File: src/rtl/uart_tx_mmio.sv
// Memory-mapped 8N1 UART transmitter: core stores feed a small TX FIFO that a
// serializer drains onto tx at a programmable bit period (BAUDDIV).
//
// state   | meaning
// --------+----------------------------------------------------------
// S_IDLE  | line high, waiting for a byte in the FIFO
// S_START | start bit (tx=0) for div_lat cycles
// S_DATA  | 8 data bits LSB first, div_lat cycles each
// S_STOP  | stop bit (tx=1); last cycle chains into the next frame
module uart_tx_mmio #(
    parameter logic [31:0] BASE_ADDR    = 32'h0000_1000,
    parameter int          CLKS_PER_BIT = 16,
    parameter int          FIFO_DEPTH   = 4
) (
    input  logic        clk,
    input  logic        rst,
    input  logic        WE,
    input  logic [31:0] A,
    input  logic [31:0] WD,
    output logic [31:0] RD,
    output logic        tx,
    output logic        idle
);

    localparam int          AW      = $clog2(FIFO_DEPTH);
    localparam logic [15:0] DIV_RST = 16'(CLKS_PER_BIT);

    typedef enum logic [1:0] {
        S_IDLE,
        S_START,
        S_DATA,
        S_STOP
    } state_t;

    state_t      state;
    state_t      state_nx;

    logic        sel;
    logic [1:0]  idx;
    logic        wr_data;
    logic        wr_stat;
    logic        wr_div;

    logic [AW:0] wptr;
    logic [AW:0] rptr;
    logic [7:0]  mem [FIFO_DEPTH];
    logic        full;
    logic        empty;
    logic        push;
    logic        pop;
    logic        drop;

    logic        ovf;
    logic [15:0] div;
    logic [15:0] div_lat;
    logic [15:0] cyc_cnt;
    logic [15:0] bit_cnt;
    logic [7:0]  shreg;
    logic        bit_done;
    logic        busy;

    logic        unused_bits;
    assign unused_bits = ^{A[1:0], WD[31:16]};

    // ---------------------------------------------------------------
    // Bus decode
    // ---------------------------------------------------------------
    assign sel     = (A[31:4] == BASE_ADDR[31:4]);
    assign idx     = A[3:2];
    assign wr_data = WE && sel && (idx == 2'd0);
    assign wr_stat = WE && sel && (idx == 2'd1);
    assign wr_div  = WE && sel && (idx == 2'd2);

    // ---------------------------------------------------------------
    // TX FIFO
    // ---------------------------------------------------------------
    assign empty    = (wptr == rptr);
    assign full     = (wptr[AW-1:0] == rptr[AW-1:0]) && (wptr[AW] != rptr[AW]);
    assign bit_done = (cyc_cnt == div_lat - 16'd1);

    // A pop frees a slot in the same cycle, so a store into a full FIFO still lands.
    assign pop  = !empty && ((state == S_IDLE) || ((state == S_STOP) && bit_done));
    assign push = wr_data && (!full || pop);
    assign drop = wr_data && full && !pop;

    always_ff @(posedge clk) begin
        if (rst) begin
            wptr <= '0;
            rptr <= '0;
        end else begin
            if (push) wptr <= wptr + (AW+1)'(1);
            if (pop)  rptr <= rptr + (AW+1)'(1);
        end
    end

    always_ff @(posedge clk) begin
        if (push && !rst) mem[wptr[AW-1:0]] <= WD[7:0];
    end

    // ---------------------------------------------------------------
    // Control registers
    // ---------------------------------------------------------------
    always_ff @(posedge clk) begin
        if (rst) begin
            ovf <= 1'b0;
        end else if (drop) begin
            ovf <= 1'b1;
        end else if (wr_stat && WD[3]) begin
            ovf <= 1'b0;
        end
    end

    always_ff @(posedge clk) begin
        if (rst) begin
            div <= DIV_RST;
        end else if (wr_div) begin
            div <= (WD[15:0] == 16'd0) ? 16'd1 : WD[15:0];
        end
    end

    // ---------------------------------------------------------------
    // Serializer FSM
    // ---------------------------------------------------------------
    always_ff @(posedge clk) begin
        if (rst) state <= S_IDLE;
        else     state <= state_nx;
    end

    always_comb begin
        state_nx = state;
        case (state)
            S_IDLE:  if (!empty) state_nx = S_START;
            S_START: if (bit_done) state_nx = S_DATA;
            S_DATA:  if (bit_done && (bit_cnt == 16'd7)) state_nx = S_STOP;
            S_STOP:  if (bit_done) state_nx = empty ? S_IDLE : S_START;
            default: state_nx = S_IDLE;
        endcase
    end

    always_comb begin
        tx = 1'b1;
        case (state)
            S_START: tx = 1'b0;
            S_DATA:  tx = shreg[0];
            default: tx = 1'b1;
        endcase
    end

    assign busy = (state != S_IDLE);
    assign idle = empty && !busy;

    // Divisor is sampled at every pop so a mid-frame BAUDDIV write waits for the next frame.
    always_ff @(posedge clk) begin
        if (rst) begin
            cyc_cnt <= '0;
            bit_cnt <= '0;
            shreg   <= '0;
            div_lat <= DIV_RST;
        end else if (pop) begin
            shreg   <= mem[rptr[AW-1:0]];
            div_lat <= div;
            cyc_cnt <= '0;
            bit_cnt <= '0;
        end else if (state != S_IDLE) begin
            if (bit_done) begin
                cyc_cnt <= '0;
                if (state == S_DATA) begin
                    shreg   <= {1'b0, shreg[7:1]};
                    bit_cnt <= bit_cnt + 16'd1;
                end
            end else begin
                cyc_cnt <= cyc_cnt + 16'd1;
            end
        end
    end

    // ---------------------------------------------------------------
    // Combinational read path
    // ---------------------------------------------------------------
    always_comb begin
        RD = '0;
        if (sel) begin
            case (idx)
                2'd1:    RD = {28'b0, ovf, busy, empty, full};
                2'd2:    RD = {16'b0, div};
                default: RD = '0;
            endcase
        end
    end

endmodule

File: config.mk
export PLATFORM = sky130hd
export DESIGN_NAME = uart_tx_mmio
export DESIGN_NICKNAME = d
export VERILOG_FILES = /design/src/rtl/uart_tx_mmio.sv
export SDC_FILE = /design/constraint.sdc
export NUM_CORES = 1
export LEC_CHECK = 0
export BUFFER_PORTS_ARGS = -buffer_cell sky130_fd_sc_hd__buf_2
export CAP_MARGIN = 20
export CORE_ASPECT_RATIO = 0.8
export CORE_MARGIN = 2
export CORE_UTILIZATION = 50
export DETAILED_ROUTE_END_ITERATION = 7
export HOLD_SLACK_MARGIN = 0.05
export PLACE_DENSITY = 0.77
export RECOVER_POWER = 25
export SKIP_CTS_REPAIR_TIMING = 1
export SLEW_MARGIN = 40
export SYNTH_ARGS = -nofsm -noshare
export SYNTH_HDL_FRONTEND = slang
export SYNTH_SLANG_ARGS = --single-unit
File: constraint.sdc
create_clock -name clk -period 4.88 [get_ports clk]
set_input_delay 0.488 -clock clk [delete_from_list [all_inputs] [get_ports clk]]
set_output_delay 0.488 -clock clk [all_outputs]
set_load 0.05 [all_outputs]
**Word-level counts from Yosys, hierarchy flattened**

Memories as Yosys holds them, arrays and structs flattened. A register that Yosys moved wholly into a read port is not among the register bits.
Cells that the tools add are included.

- Reductions and logical operators: 33
- Equal/unequal tests: 15
- Muxes and demuxes: 21
- $add $sub $neg: 5

Operators with widths:

| cell | number |
|---|---|
| 16-bit two-way mux | 3 |
| 16-bit by 1-bit adder with 16-bit output (second input constant) | 2 |
| 8-bit two-way mux | 4 |
| 16-bit one-hot mux with 2 select lines | 1 |
| 28-bit by 9-bit equality test with 1-bit output (second input constant) | 1 |
| 16-bit equality test | 1 |
| 16-bit by 3-bit equality test with 1-bit output (second input constant) | 1 |
| 16-bit zero test | 1 |
| 16-bit by 1-bit subtractor with 16-bit output (second input constant) | 1 |
| 1-bit logical AND | 14 |
| 2-bit two-way mux | 6 |
| 2-bit nonzero test | 5 |
| 2-bit inequality test (second input constant) | 4 |
| 2-bit one-hot mux with 4 select lines | 1 |
| 3-bit by 1-bit adder with 3-bit output (second input constant) | 2 |
| 2-bit equality test (second input constant) | 3 |
| 3-bit AND reduction | 2 |
| 1-bit zero test | 5 |
| 1-bit two-way mux | 5 |
| 2-bit by 1-bit equality test with 1-bit output (second input constant) | 2 |
| 2-bit zero test | 2 |
| 4-bit AND reduction | 1 |
| 3-bit equality test | 1 |
| 2-bit equality test | 1 |
| 4 further kinds | 5 |

- Bits in writable memories: 32
- Logic and storage cells: 84
- Memories kept: 1
- Register bits after elaboration: 81

Memories:

| memory | words | width | read ports | clocked after Yosys merged registers in | write ports | RTL line | source |
|---|---|---|---|---|---|---|---|
| mem | 4 | 8 | 1 | 1 | 1 | 46 | `logic [7:0] mem [FIFO_DEPTH];` |

**Logic depth before layout (Yosys ltp)**

- Word-level depth: 10
- Depth in mapped cells: 12
- Mapped depth without buffers: 10

**Worst setup path before layout**

No wires, ideal clock.

- Kind: register to register
- Start point: reg div_lat[0]
- End point: mem mem[3][0], enable pin
- Setup slack: 1305 ps
- Arrival: 3191 ps
- Stages on the path, launching flop included: 11
- Period minus slack after synthesis: 3575 ps
- Path buffers: 1
- Path through: dfxtp_1 -> inv_1 -> ha_1 -> nor3b_1 -> nor3b_1 -> o21ai_1 -> or4_1 -> buf_2 -> o41ai_4 -> o21bai_2 -> nor3_1

- Cells in the longest elaborated chain, start to end: 10

RTL lines:

| item | RTL line | source |
|---|---|---|
| start: declaration | 55 | `logic [15:0] div_lat;` |
| start signal: assignment | 161 | `div_lat <= div;` |
| 16-bit by 1-bit subtractor with 16-bit output | 79 | `assign bit_done = (cyc_cnt == div_lat - 16'd1);` |
| 16-bit equality test | 79 |  |
| 1-bit logical AND | 82 | `assign pop = !empty && ((state == S_IDLE) \|\| ((state == S_STOP) && bit_done));` |
| 1-bit logical OR | 82 |  |
| 1-bit logical AND | 82 |  |
| 1-bit logical OR | 83 | `assign push = wr_data && (!full \|\| pop);` |
| 1-bit logical AND | 83 |  |
| 1-bit logical AND | 97 | `if (push && !rst) mem[wptr[AW-1:0]] <= WD[7:0];` |
| 1-bit two-way mux | 97 |  |
| 1-bit two-way mux (not written as such) | 97 |  |
| end: declaration | 46 |  |

No other way between the ends.

**Worst setup path in the final report**

- Start point: reg div_lat[7]
- End point: mem mem[1][7], enable pin

The elaborated chain is that of the path after synthesis.

==> flow_summary.ini <==
[outcome]
status = complete, no violations

[synth]
synth_ff_type = dfxtp_1
syn_avg_cell_area_sq_um = 9.75
yosysSeqAreaShare_pct = 46.6
yosysTopAreaCellShare_pct = 29.5
async_flop_share_pct = 0
synth_edf_count = 32
synth_cell_types = 51
netlist_area_sq_um = 5630
synthMuxAreaShare_pct = 8.01
synth-xor-area-share_pct = 8.72
ys_ff_latch = 115
synth.area.top_cells = dfxtp_1 (30%), edfxtp_1 (17%), nor2_1 (5.2%), mux2i_1 (4.8%), xor2_1 (4.7%)
ys_warn_count = 0
synth_area_leader_cell = dfxtp_1
synthAdderAreaFrac_pct = 3.34
synth_compound_area_share_pct = 6.47
syn_inst = 577
synth_top_family_by_area = simple AND/OR/NAND/NOR gates
synth-simple-area-share_pct = 21.8

[finish]
layout_commonest_cell = dfxtp_1
syn_to_final_growth_pct = 17.0
design_area_sq_um = 6580
nets = 725
final_cell_mix = dfxtp_1 (83), nor2_1 (78), buf_2 (57)
stdcell_count = 800
diodes = 0
drive_gt1_share_pct = 17.1
fillers = 904

[power]
power.share.clock_pct = 47.8
internal_power_uw = 1820
power_density_nw_per_um2 = 381
switchingPower_uw = 686
vdd_drop_max_mv = 0.283
p_comb_share_pct = 10.9
leakage_uw = 0.00263
swShare_pct = 27.4
seqPwrFrac_pct = 41.3

[clocking]
htree_num_levels = 4
clk_latency_ps = 420
cts_tree = built
root_buffer = clkbuf_16
clock_sinks = 115
cts_max_path_buffers = 2
clk_transition_reported_paths_ps = 60
cts_made_buffers = 17

[placement]
placed_area_sq_um = 6020
dp_hpwl_um = 8550
place_congestion = 0.821
place_inst = 768
port-buffer-count = 66
pre_cts_slack_ps = 1050

[timing]
slew_headroom_pct = 44.7
rsz0062_at_grt = false
period_share_pct = 79.2
min_period_ps = 3860
worstMarginPinSlew_ps = 826
max_freq_mhz = 259
holdWs_ps = 324
maxSlewViolCount = 0
fin_ws_ps = 1020
fin_setup_tns_ps = 0
finalSetupViolCount = 0
hold_viol = 0
skew_ps = 9.60

[die]
core_sq_um = 10900
rows = 34
die-area_sq_um = 12100
die-height_um = 98.9
die_width_um = 123
ios = 101
start_util_pct = 51.5

[worst_setup_path]
slowest_stage = or4_1
criticalPathCategory = register to register
path_cells = nor4_1 -> nand4b_1 -> xnor2_1 -> or4_1 -> o41ai_4 -> o21bai_2 -> nor2_1 -> and2_1
end_kind = register
crit_fanout = 8
critPathArrivalTime_ps = 3930
crit_buf_inv = 0
critPathTopFamily = simple AND/OR/NAND/NOR gates
start_kind = register
worstPathRequired_ps = 4940
cpPeakStageDelay_ps = 690

[global_routing]
grt_max_degree = 53
grt-ovfl-total = 0
antenna_found_initial = 0
grt_pass1_vias = 4294
grt_pass1_wl_um = 20000
grt_usage_pct = 21.2

[routing]
dr.pass1.iters = 4
drtIter0Drc = 211
drc = 0
antenna_left = 0
routed_wl_um = 12000
vias = 4344
viasPerCell = 5.43
routedWlPerCell_um = 14.9

[hold_path]
hp-class = input pin to register

[run]
cap_violations = 0
==> registers in the layout, indices dropped and copies added, names as in the netlist, named ones only <==
name and flops:
bit_cnt 16, cyc_cnt 16, div 16, div_lat 16, mem 32, ovf 1, rptr 3, shreg 8
state 2, wptr 3
==> kinds of logic (layout without fill, tap and decap cells) <==
group / count (synthesis) / count (layout)
simple gates: 247 / 247
flops: 115 / 115
xor+xnor: 56 / 56
buf+inv: 56 / 120
compound gates: 52 / 52
mux: 35 / 35
fa+ha+maj: 15 / 15
other cells: 1 / 16
==> through the flow <==
stage / power, uW / util, %
3_5_place_dp: 1330 / 55.0
3_3_place_gp: 1320 / 55.0
5_1_grt: 2590 / 60.2
4_1_cts: 2520 / 60.3
2_1_floorplan: 1270 / -
6_report: 2510 / 60.2
==> power by group through the flow <==
stage | clock network, uW | registers (uW) | logic [uW]
after floorplan | 0 | 1040 | 231
after global routing | 1250 | 1040 | 297
final | 1200 | 1040 | 273
after detailed placement | 0 | 1060 | 274
after global placement | 0 | 1050 | 267
after CTS | 1210 | 1040 | 275
==> synth_stat cells (2+ instances only) <==
master / n
a21oi_1: 20
o311ai_0: 2
nand2_1: 48
nand3_1: 23
nand2_2: 2
nor3b_1: 3
and3b_1: 2
clkbuf_1: 14
nor4_1: 17
nand4_1: 11
nor2_1: 78
mux2i_1: 27
dfxtp_1: 83
ha_1: 15
mux4_2: 8
edfxtp_1: 32
xnor2_1: 26
and3_1: 27
or3_1: 6
buf_4: 17
nor3_1: 12
a22oi_1: 3
o21ai_0: 7
a211oi_1: 8
xor2_1: 30
buf_2: 7
nor2b_1: 5
and2_1: 5
inv_1: 16
buf_1: 2
==> layout make-up <==
cell class / instances / area (sq um) / area share [%]
multi-input combinational: 421 / 2780 / 42.2
sequential: 115 / 2620 / 39.8
clock buffer: 17 / 425 / 6.46
inverter: 16 / 60.1 / 0.913
timing repair buffer: 72 / 368 / 5.59
tap: 144 / 180 / 2.74
clock inverter: 15 / 148 / 2.24
==> tightest hold or removal path, stage by stage <==
cell and delay, ps:
buf_2 110, nand2_1 50, a21oi_1 50
==> metal layers <==
layer	wire, um	track usage [%]	up-vias	share of wire, %
li1	-	-	2136	-
met1	5380	27.9	2064	45
met2	5730	34.1	128	48
met3	703	5.90	16	5.9
met4	136	6.37	0	1.1
met5	0	0	-	0
==> final timing paths <==
path	from	end	slack [ps]	cells after the start
worst max-delay path	div_lat[7]$_SDFFE_PP0N_	mem[1][7]$_DFFE_PP_	1020	8
worst min-delay path	WD[9]	div[9]$_SDFFE_PP0P_	320	3
worst max register to register	div_lat[7]$_SDFFE_PP0N_	mem[1][7]$_DFFE_PP_	1020	8
worst min register to register	div[11]$_SDFFE_PP0P_	div[11]$_SDFFE_PP0P_	470	2
(Power assumes the default switching activity.)
